==> src/rtl/ifq_pkg.sv <==
// Shared constants and the FIFO entry layout for the instruction prefetch queue.
package ifq_pkg;

  localparam int          IFQ_DEFAULT_DEPTH = 4;
  localparam logic [31:0] IFQ_RESET_PC      = 32'h0000_0000;
  localparam logic [31:0] IFQ_NOP           = 32'h0000_0000;
  localparam int          INSTR_W           = 32;

  typedef struct packed {
    logic [INSTR_W-1:0] instr;
    logic [31:0]        pc_incr;
  } ifq_entry_t;

endpackage

==> src/rtl/ifq_fifo.sv <==
// Small synchronous FIFO with flush; pointers carry an extra MSB to tell full from empty.
module ifq_fifo #(
  parameter int DEPTH = 4,
  parameter int WIDTH = 64
) (
  input  logic                     clk,
  input  logic                     rst,
  input  logic                     push,
  input  logic [WIDTH-1:0]         push_data,
  input  logic                     pop,
  input  logic                     flush,
  output logic [WIDTH-1:0]         head,
  output logic [$clog2(DEPTH):0]   count,
  output logic                     full,
  output logic                     empty
);

  localparam int AW = $clog2(DEPTH);

  logic [WIDTH-1:0] mem [DEPTH];
  logic [AW:0]      wr_ptr_reg, wr_ptr_next;
  logic [AW:0]      rd_ptr_reg, rd_ptr_next;

  always_comb begin
    wr_ptr_next = wr_ptr_reg;
    rd_ptr_next = rd_ptr_reg;
    if (flush) begin
      wr_ptr_next = '0;
      rd_ptr_next = '0;
    end else begin
      if (push) wr_ptr_next = wr_ptr_reg + 1'b1;
      if (pop)  rd_ptr_next = rd_ptr_reg + 1'b1;
    end
  end

  always_ff @(posedge clk or posedge rst) begin
    if (rst) begin
      wr_ptr_reg <= '0;
      rd_ptr_reg <= '0;
    end else begin
      wr_ptr_reg <= wr_ptr_next;
      rd_ptr_reg <= rd_ptr_next;
    end
  end

  // Storage needs no reset: the pointers alone define which slots are live.
  always_ff @(posedge clk) begin
    if (push && !flush) mem[wr_ptr_reg[AW-1:0]] <= push_data;
  end

  assign head  = mem[rd_ptr_reg[AW-1:0]];
  assign count = wr_ptr_reg - rd_ptr_reg;
  assign empty = (wr_ptr_reg == rd_ptr_reg);
  assign full  = (wr_ptr_reg[AW] != rd_ptr_reg[AW]) &&
                 (wr_ptr_reg[AW-1:0] == rd_ptr_reg[AW-1:0]);

endmodule

==> src/rtl/if_prefetch_queue.sv <==
// Instruction-fetch front end: credit-limited fetch issue, response buffering, redirect flush.
// Optional performance counters are enabled by defining IFQ_PERF_EN.
module if_prefetch_queue
  import ifq_pkg::*;
#(
  parameter int          DEPTH    = IFQ_DEFAULT_DEPTH,
  parameter logic [31:0] RESET_PC = IFQ_RESET_PC
) (
  input  logic        clk,
  input  logic        rst,
  output logic        imem_req,
  output logic [31:0] imem_addr,
  input  logic        imem_ready,
  input  logic        imem_rvalid,
  input  logic [31:0] imem_rdata,
  input  logic        redirect,
  input  logic [31:0] redirect_pc,
  input  logic        id_ready,
  output logic        instr_valid,
  output logic [31:0] instr,
`ifdef IFQ_PERF_EN
  output logic [31:0] pc_incr,
  output logic [31:0] perf_flush_cnt,
  output logic [31:0] perf_empty_cnt,
  output logic [31:0] perf_drop_cnt
`else
  output logic [31:0] pc_incr
`endif
);

  localparam int AW = $clog2(DEPTH);
  localparam int CW = AW + 1;

  logic [31:0]   fetch_pc_reg, fetch_pc_next;
  logic [CW-1:0] outstanding_reg, outstanding_next;
  logic [CW-1:0] drop_cnt_reg, drop_cnt_next;
  logic [31:0]   pcq [DEPTH];
  logic [AW-1:0] pcq_wr_reg, pcq_wr_next;
  logic [AW-1:0] pcq_rd_reg, pcq_rd_next;

  logic          accept, dropping, push, pop;
  logic [CW:0]   credit_sum;
  logic [CW-1:0] fifo_count;
  logic          fifo_full, fifo_empty;
  ifq_entry_t    push_entry, head_entry;

  assign credit_sum = {1'b0, fifo_count} + {1'b0, outstanding_reg};
  assign imem_req   = !rst && !redirect && (credit_sum < (CW+1)'(DEPTH));
  assign imem_addr  = fetch_pc_reg;
  assign accept     = imem_req && imem_ready;

  // Responses still owed from before a redirect are swallowed here, ahead of the FIFO.
  assign dropping    = imem_rvalid && (drop_cnt_reg != '0);
  assign push        = imem_rvalid && !dropping && !redirect;
  assign instr_valid = !fifo_empty;
  assign pop         = instr_valid && id_ready && !redirect;

  assign push_entry.instr   = imem_rdata;
  assign push_entry.pc_incr = pcq[pcq_rd_reg] + 32'd4;

  ifq_fifo #(.DEPTH(DEPTH), .WIDTH($bits(ifq_entry_t))) u_fifo (
    .clk       (clk),
    .rst       (rst),
    .push      (push),
    .push_data (push_entry),
    .pop       (pop),
    .flush     (redirect),
    .head      (head_entry),
    .count     (fifo_count),
    .full      (fifo_full),
    .empty     (fifo_empty)
  );

  assign instr   = instr_valid ? head_entry.instr   : IFQ_NOP;
  assign pc_incr = instr_valid ? head_entry.pc_incr : 32'h0;

  always_comb begin
    fetch_pc_next    = fetch_pc_reg;
    outstanding_next = outstanding_reg + CW'(accept) - CW'(imem_rvalid);
    drop_cnt_next    = drop_cnt_reg;
    pcq_wr_next      = pcq_wr_reg;
    pcq_rd_next      = pcq_rd_reg;
    if (redirect) begin
      // Every response still in flight after this edge belongs to the old path.
      fetch_pc_next = redirect_pc;
      drop_cnt_next = outstanding_reg - CW'(imem_rvalid);
      pcq_wr_next   = '0;
      pcq_rd_next   = '0;
    end else begin
      if (accept) begin
        fetch_pc_next = fetch_pc_reg + 32'd4;
        pcq_wr_next   = pcq_wr_reg + 1'b1;
      end
      if (dropping) drop_cnt_next = drop_cnt_reg - 1'b1;
      if (push)     pcq_rd_next   = pcq_rd_reg + 1'b1;
    end
  end

  always_ff @(posedge clk or posedge rst) begin
    if (rst) begin
      fetch_pc_reg    <= RESET_PC;
      outstanding_reg <= '0;
      drop_cnt_reg    <= '0;
      pcq_wr_reg      <= '0;
      pcq_rd_reg      <= '0;
    end else begin
      fetch_pc_reg    <= fetch_pc_next;
      outstanding_reg <= outstanding_next;
      drop_cnt_reg    <= drop_cnt_next;
      pcq_wr_reg      <= pcq_wr_next;
      pcq_rd_reg      <= pcq_rd_next;
    end
  end

  always_ff @(posedge clk) begin
    if (accept) pcq[pcq_wr_reg] <= fetch_pc_reg;
  end

`ifdef IFQ_PERF_EN
  logic [2:0]  perf_inc;
  logic [31:0] perf_cnt [3];

  assign perf_inc[0] = redirect;
  assign perf_inc[1] = !instr_valid;
  assign perf_inc[2] = imem_rvalid && (redirect || dropping);

  genvar gi;
  generate
    for (gi = 0; gi < 3; gi++) begin : g_perf
      always_ff @(posedge clk or posedge rst) begin
        if (rst)
          perf_cnt[gi] <= '0;
        else if (perf_inc[gi] && (perf_cnt[gi] != 32'hFFFF_FFFF))
          perf_cnt[gi] <= perf_cnt[gi] + 32'd1;
      end
    end
  endgenerate

  assign perf_flush_cnt = perf_cnt[0];
  assign perf_empty_cnt = perf_cnt[1];
  assign perf_drop_cnt  = perf_cnt[2];
`endif

  a_credit: assert property (@(posedge clk) disable iff (rst)
    credit_sum <= (CW+1)'(DEPTH));
  a_drop: assert property (@(posedge clk) disable iff (rst)
    outstanding_reg >= drop_cnt_reg);
  a_no_overflow: assert property (@(posedge clk) disable iff (rst)
    !(push && fifo_full && !pop));

endmodule

==> config.mk <==
export PLATFORM = sky130hd
export DESIGN_NAME = if_prefetch_queue
export DESIGN_NICKNAME = d
export VERILOG_FILES = /design/src/rtl/ifq_pkg.sv /design/src/rtl/ifq_fifo.sv /design/src/rtl/if_prefetch_queue.sv
export SDC_FILE = /design/constraint.sdc
export NUM_CORES = 1
export LEC_CHECK = 0
export BUFFER_PORTS_ARGS = -buffer_cell sky130_fd_sc_hd__buf_2
export CAP_MARGIN = 20
export CORE_ASPECT_RATIO = 2
export CORE_MARGIN = 3
export CORE_UTILIZATION = 50
export DETAILED_ROUTE_END_ITERATION = 7
export MAX_ROUTING_LAYER = met4
export PLACE_DENSITY = 0.73
export SKIP_LAST_GASP = 1
export SYNTH_ARGS = -nofsm -noshare
export SYNTH_HDL_FRONTEND = slang
export SYNTH_HIERARCHICAL = 1
export SYNTH_SLANG_ARGS = --single-unit
==> constraint.sdc <==
create_clock -name clk -period 4.7 [get_ports clk]
set_clock_uncertainty 0.2 [all_clocks]
set_input_delay 0 -clock clk [delete_from_list [all_inputs] [get_ports clk]]
set_output_delay 0 -clock clk [all_outputs]
set_load 0.005 [all_outputs]
**Word level (Yosys, flattened, before mapping)**

Memories as Yosys holds them, arrays and structs flattened.
Cells that the tools add are included.

- Multiply operators: 0
- Add/sub/neg operators: 12
- Equal/unequal tests: 1
- Reductions and logical operators: 18
- $lt $le $gt $ge: 1
- Mux-type cells: 18
- Div/mod/pow operators: 0
- Bitwise operators: 0
- Shifts and indexed selects: 0

Operator list:

| cell | number |
|---|---|
| $mux 32 | 4 |
| $add 32x3->32 const B | 2 |
| $mux 3 | 6 |
| $logic_and 1x1->1 | 9 |
| $mux 2 | 4 |
| $reduce_bool 2->1 | 4 |
| $add 3x1->3 const B | 2 |
| $sub 3x1->3 | 2 |
| $add 2x1->2 const B | 2 |
| $add 3x3->4 | 1 |
| $logic_not 1->1 | 4 |
| $lt 4x3->1 const B | 1 |
| $mux 1 | 4 |
| $add 3x1->3 | 1 |
| $eq 3x3->1 | 1 |
| $reduce_bool 3->1 | 1 |
| $sub 3x1->3 const B | 1 |
| $sub 3x3->3 | 1 |

- Word-level logic and storage cells: 59
- Input bits: 70
- Memories kept: 2
- ROM bits: 0
- Bits in registers: 48
- Memory bits (writable): 384
- Output and inout bits: 98
- Bits in latches: 0

Memories:

| memory | words | bits a word | read ports | clocked after memory_dff | write ports | RTL line | text |
|---|---|---|---|---|---|---|---|
| u_fifo.mem | 4 | 64 | 1 | 0 | 1 | ifq_fifo.sv:20 | `logic [WIDTH-1:0] mem [DEPTH];` |
| pcq | 4 | 32 | 1 | 0 | 1 | if_prefetch_queue.sv:37 | `logic [31:0] pcq [DEPTH];` |

**Logic depth before layout (Yosys ltp)**

- Word-level depth: 8
- Depth in mapped cells: 16

**Cells and area by module**

The synthesis kept the hierarchy.

By module, submodules not included:

| module | instances | seq. area each (um^2) | cells each | area each (um^2) |
|---|---|---|---|---|
| ifq_fifo | 1 | 7837.5 | 378 | 9693.0 |
| if_prefetch_queue | 1 | 4894.7 | 603 | 8111.5 |

**Worst setup path before layout**

No wires, ideal clock.

- Path kind: reg-to-reg
- Start: register u_fifo.rd_ptr_reg[1]
- End: memory pcq[0][0], enable pin
- Required time: 4.108 ns
- Slack: 0.779 ns
- Buffers on the path: 4
- Data arrival time: 3.329 ns
- Library setup time: 0.392 ns
- Period minus slack after synthesis: 3.921 ns
- Cell stages (with the launch flop): 12
- Cell sequence: dfrtp_1 > buf_2 > buf_2 > inv_1 > fa_1 > xnor2_1 > ha_1 > nor4_1 > and4_1 > clkbuf_1 > clkbuf_1 > and2_1

- Word-level cells in the longest chain between the ends: 7

RTL lines:

| item | RTL line | text |
|---|---|---|
| start: declaration | ifq_fifo.sv:22 | `logic [AW:0] rd_ptr_reg, rd_ptr_next;` |
| start signal: assignment | ifq_fifo.sv:42 | `rd_ptr_reg <= rd_ptr_next;` |
| $sub 3x3->3 | ifq_fifo.sv:52 | `assign count = wr_ptr_reg - rd_ptr_reg;` |
| net fifo_count[2] | if_prefetch_queue.sv:43 | `logic [CW-1:0] fifo_count;` |
| $add 3x3->4 | if_prefetch_queue.sv:47 | `assign credit_sum = {1'b0, fifo_count} + {1'b0, outstanding_reg};` |
| $lt 4x3->1 | if_prefetch_queue.sv:48 | `assign imem_req = !rst && !redirect && (credit_sum < (CW+1)'(DEPTH));` |
| $logic_and 1x1->1 | if_prefetch_queue.sv:48 |  |
| $logic_and 1x1->1 | if_prefetch_queue.sv:50 | `assign accept = imem_req && imem_ready;` |
| $mux 1 | if_prefetch_queue.sv:116 | `if (accept) pcq[pcq_wr_reg] <= fetch_pc_reg;` |
| $mux 1 (implied by the code) | if_prefetch_queue.sv:116 |  |
| end: declaration | if_prefetch_queue.sv:37 |  |

The timed path passes the listed nets, and every way through them passes these cells.

**Final worst setup path**

- Start: register u_fifo.wr_ptr_reg[0]
- End: register outstanding_reg[2]

- Word-level cells in the longest chain between the ends: 7

RTL lines:

| item | RTL line | text |
|---|---|---|
| start: declaration | ifq_fifo.sv:21 | `logic [AW:0] wr_ptr_reg, wr_ptr_next;` |
| start signal: assignment | ifq_fifo.sv:41 | `wr_ptr_reg <= wr_ptr_next;` |
| $sub 3x3->3 | ifq_fifo.sv:52 |  |
| net fifo_count[2] | if_prefetch_queue.sv:43 |  |
| $add 3x3->4 | if_prefetch_queue.sv:47 |  |
| $lt 4x3->1 | if_prefetch_queue.sv:48 |  |
| $logic_and 1x1->1 | if_prefetch_queue.sv:48 |  |
| $logic_and 1x1->1 | if_prefetch_queue.sv:50 |  |
| $add 3x1->3 | if_prefetch_queue.sv:79 | `outstanding_next = outstanding_reg + CW'(accept) - CW'(imem_rvalid);` |
| $sub 3x1->3 | if_prefetch_queue.sv:79 |  |
| net outstanding_next[2] | if_prefetch_queue.sv:35 | `logic [CW-1:0] outstanding_reg, outstanding_next;` |
| end signal: assignment | if_prefetch_queue.sv:108 | `outstanding_reg <= outstanding_next;` |
| end: declaration | if_prefetch_queue.sv:35 |  |

The timed path passes the listed nets, and every way through them passes these cells.
A chain may end at the register's enable or synchronous reset.

==> flow_metrics.tcl <==
set metrics [dict create \
    status "finished clean" \
    die_y_um 272.8 \
    hold_viol_final 0 \
    cts_root_buffer "clkbuf_16" \
    path_max_fanout 27 \
    grt_max_degree 67 \
    insertion_delay_ns 0.52 \
    path_cells "inv_1, ha_1, inv_1, fa_1, xnor2_1, ha_1, nor4_1, and4_1, clkinv_1, buf_4, ha_1, inv_1, ha_1, fa_1, xnor2_1" \
    clk_pin_slew_ns 0.07 \
    postCtsSetupRepairBufs 0 \
    critPathSlowestCell "dfrtp_1" \
    antenna_cells 0 \
    cts_resized 0 \
    totalNegativeSetupSlack_ns 0 \
    grt.met3_usage_pct 1.909 \
    hold_buffers 73 \
    tightest_slew_ns 0.9915 \
    combPwrFrac_pct 11.3 \
    arrival_ns 3.92 \
    synth_area_mm2 0.01780 \
    p_clk_share_pct 35.4 \
    largest_reg_flops 256 \
    die_w_um 139.4 \
    grt_util_met2_pct 35.17 \
    fin_crit_sh_pct 79.09 \
    power.total_mw 8.525 \
    drt_iter0_drc 626 \
    internal_power_mw 6.590 \
    grt_pass1_wl_mm 54.85 \
    totalWireLength_mm 34.41 \
    path_class "reg -> reg" \
    num_io_pins 168 \
    io_buffers 167 \
    yosysWarnings 6 \
    start_util_pct 50.74 \
    place_congestion 0.8680 \
    drive_gt1_share_pct 28.12 \
    fmax_ghz 0.2690 \
    nets 1329 \
    clock_path_buffers 3 \
    die-area_mm2 0.03803 \
    slew_headroom_pct 33.90 \
    fin_util_pct 60.03 \
    grt_pass1_vias 10020 \
    cp.required_ns 4.90 \
    avgViaCountPerCell 5.597 \
    track_usage_pct 18.81 \
    rsz0062_at_grt "no" \
    ir_worst_vdd_mv 0.2703 \
    maxSlewViolCount 0 \
    powerDensity_mw_per_mm2 404.9 \
    syn-instance-count 980 \
    drt_first_pass_iters 5 \
    dpl.hpwl_mm 21.65 \
    fp.coreArea_mm2 0.03507 \
    wl_per_cell_um 20.20 \
    crit_path_end_kind "register" \
    floorplan.rows 97 \
    seq_power_share_pct 53.3 \
    holdWs_ns 0.01608 \
    gr-total-overflow 0 \
    p_leak_nw 7.332 \
    p_switching_mw 1.935 \
    top_usage_layer "met2" \
    cts_buffers 36 \
    global_route.usage.met1_pct 20.93 \
    antenna_found_initial 0 \
    cap_violations 0 \
    slowest_delay_ns 0.42 \
    syn_nets 1073 \
    setup-violations-final 0 \
    n_fill_cell 2550 \
    hold_class "in -> async" \
    h-tree-depth 2 \
    drc 0 \
    cts_sinks 432 \
    drtAntennaViolNets 0 \
    critPathMostFrequentCell "ha_1" \
    fin_crit_ns 3.717 \
    swShare_pct 22.70 \
    tritoncts "yes" \
    avgSynthCellArea_um2 18.16 \
    worstSetupStartpointType "register" \
    area_growth_pct 18.29 \
    via_count 9537 \
]
## cell type report
type	instances	area [um2]	area share, %
Clock buffer	42	964.7	4.582
Clock inverter	19	221.5	1.052
Inverter	25	93.84	0.4457
Multi-Input combinational cell	480	4705	22.35
Sequential cell	432	12740	60.50
Tap cell	445	556.8	2.645
Timing Repair Buffer	261	1774	8.427
## stage by stage
step	area [um2]	cells	setup slack (ns)
3_3_place_gp	19140	1570	1.117
4_1_cts	21050	1704	0.9881
2_1_floorplan	17800	980	0.7805
6_report	21050	1704	0.9826
3_5_place_dp	19140	1570	1.003
5_1_grt	21050	1704	0.7622
## power groups by stage
| stage | clock network (mW) | registers, mW | logic (mW) |
|---|---|---|---|
| after floorplan | 0 | 4.56 | 0.676 |
| after global placement | 0 | 4.62 | 0.909 |
| after detailed placement | 0 | 4.63 | 0.939 |
| after CTS | 3.10 | 4.54 | 0.989 |
| after global routing | 3.24 | 4.56 | 1.08 |
| final | 3.02 | 4.54 | 0.964 |
## worst max-delay path, delay by kind of cell, from the launching register on
family	cells	cell delay, ns
simple gates	2	0.53
fa+ha+maj	6	1.62
buf+inv	5	0.52
flops	1	0.42
xor+xnor	2	0.31
## layout by cell type (no fill, tap or decap), drive strengths merged, types with 24 or more instances in the layout
master / count
dfrtp: 48
buf: 188
nor2: 29
edfxtp: 384
inv: 25
nor2b: 66
xnor2: 24
clkbuf: 42
nand2: 59
nand3: 29
dlygate4sd3: 73
mux4: 96
o21ai: 26
## routing by layer
layer | routed length, um | part of all wire (%)
met2 | 19440 | 56
met3 | 1402 | 4.1
met1 | 12620 | 37
met5 | 0 | 0
met4 | 960 | 2.8
## worst paths after layout
| check | startpoint | end | slack (ns) | cells past startpoint |
|---|---|---|---|---|
| min reg2reg | outstanding_reg[0]$_DFF_PP0_ | outstanding_reg[0]$_DFF_PP0_ | 0.34 | 1 |
| min in group clk | imem_rdata[26] | u_fifo/mem[2][58]$_DFFE_PP_ | 0.02 | 2 |
| max in group asynchronous | rst | u_fifo/rd_ptr_reg[0]$_DFFE_PP0P_ | 3.72 | 4 |
| max reg2reg | u_fifo/wr_ptr_reg[0]$_DFFE_PP0P_ | outstanding_reg[2]$_DFF_PP0_ | 0.98 | 15 |
| max | u_fifo/wr_ptr_reg[0]$_DFFE_PP0P_ | outstanding_reg[2]$_DFF_PP0_ | 0.98 | 15 |
| min | rst | drop_cnt_reg[2]$_DFFE_PP0P_ | 0.02 | 4 |
Note: power is estimated with default switching activity, not from simulation.
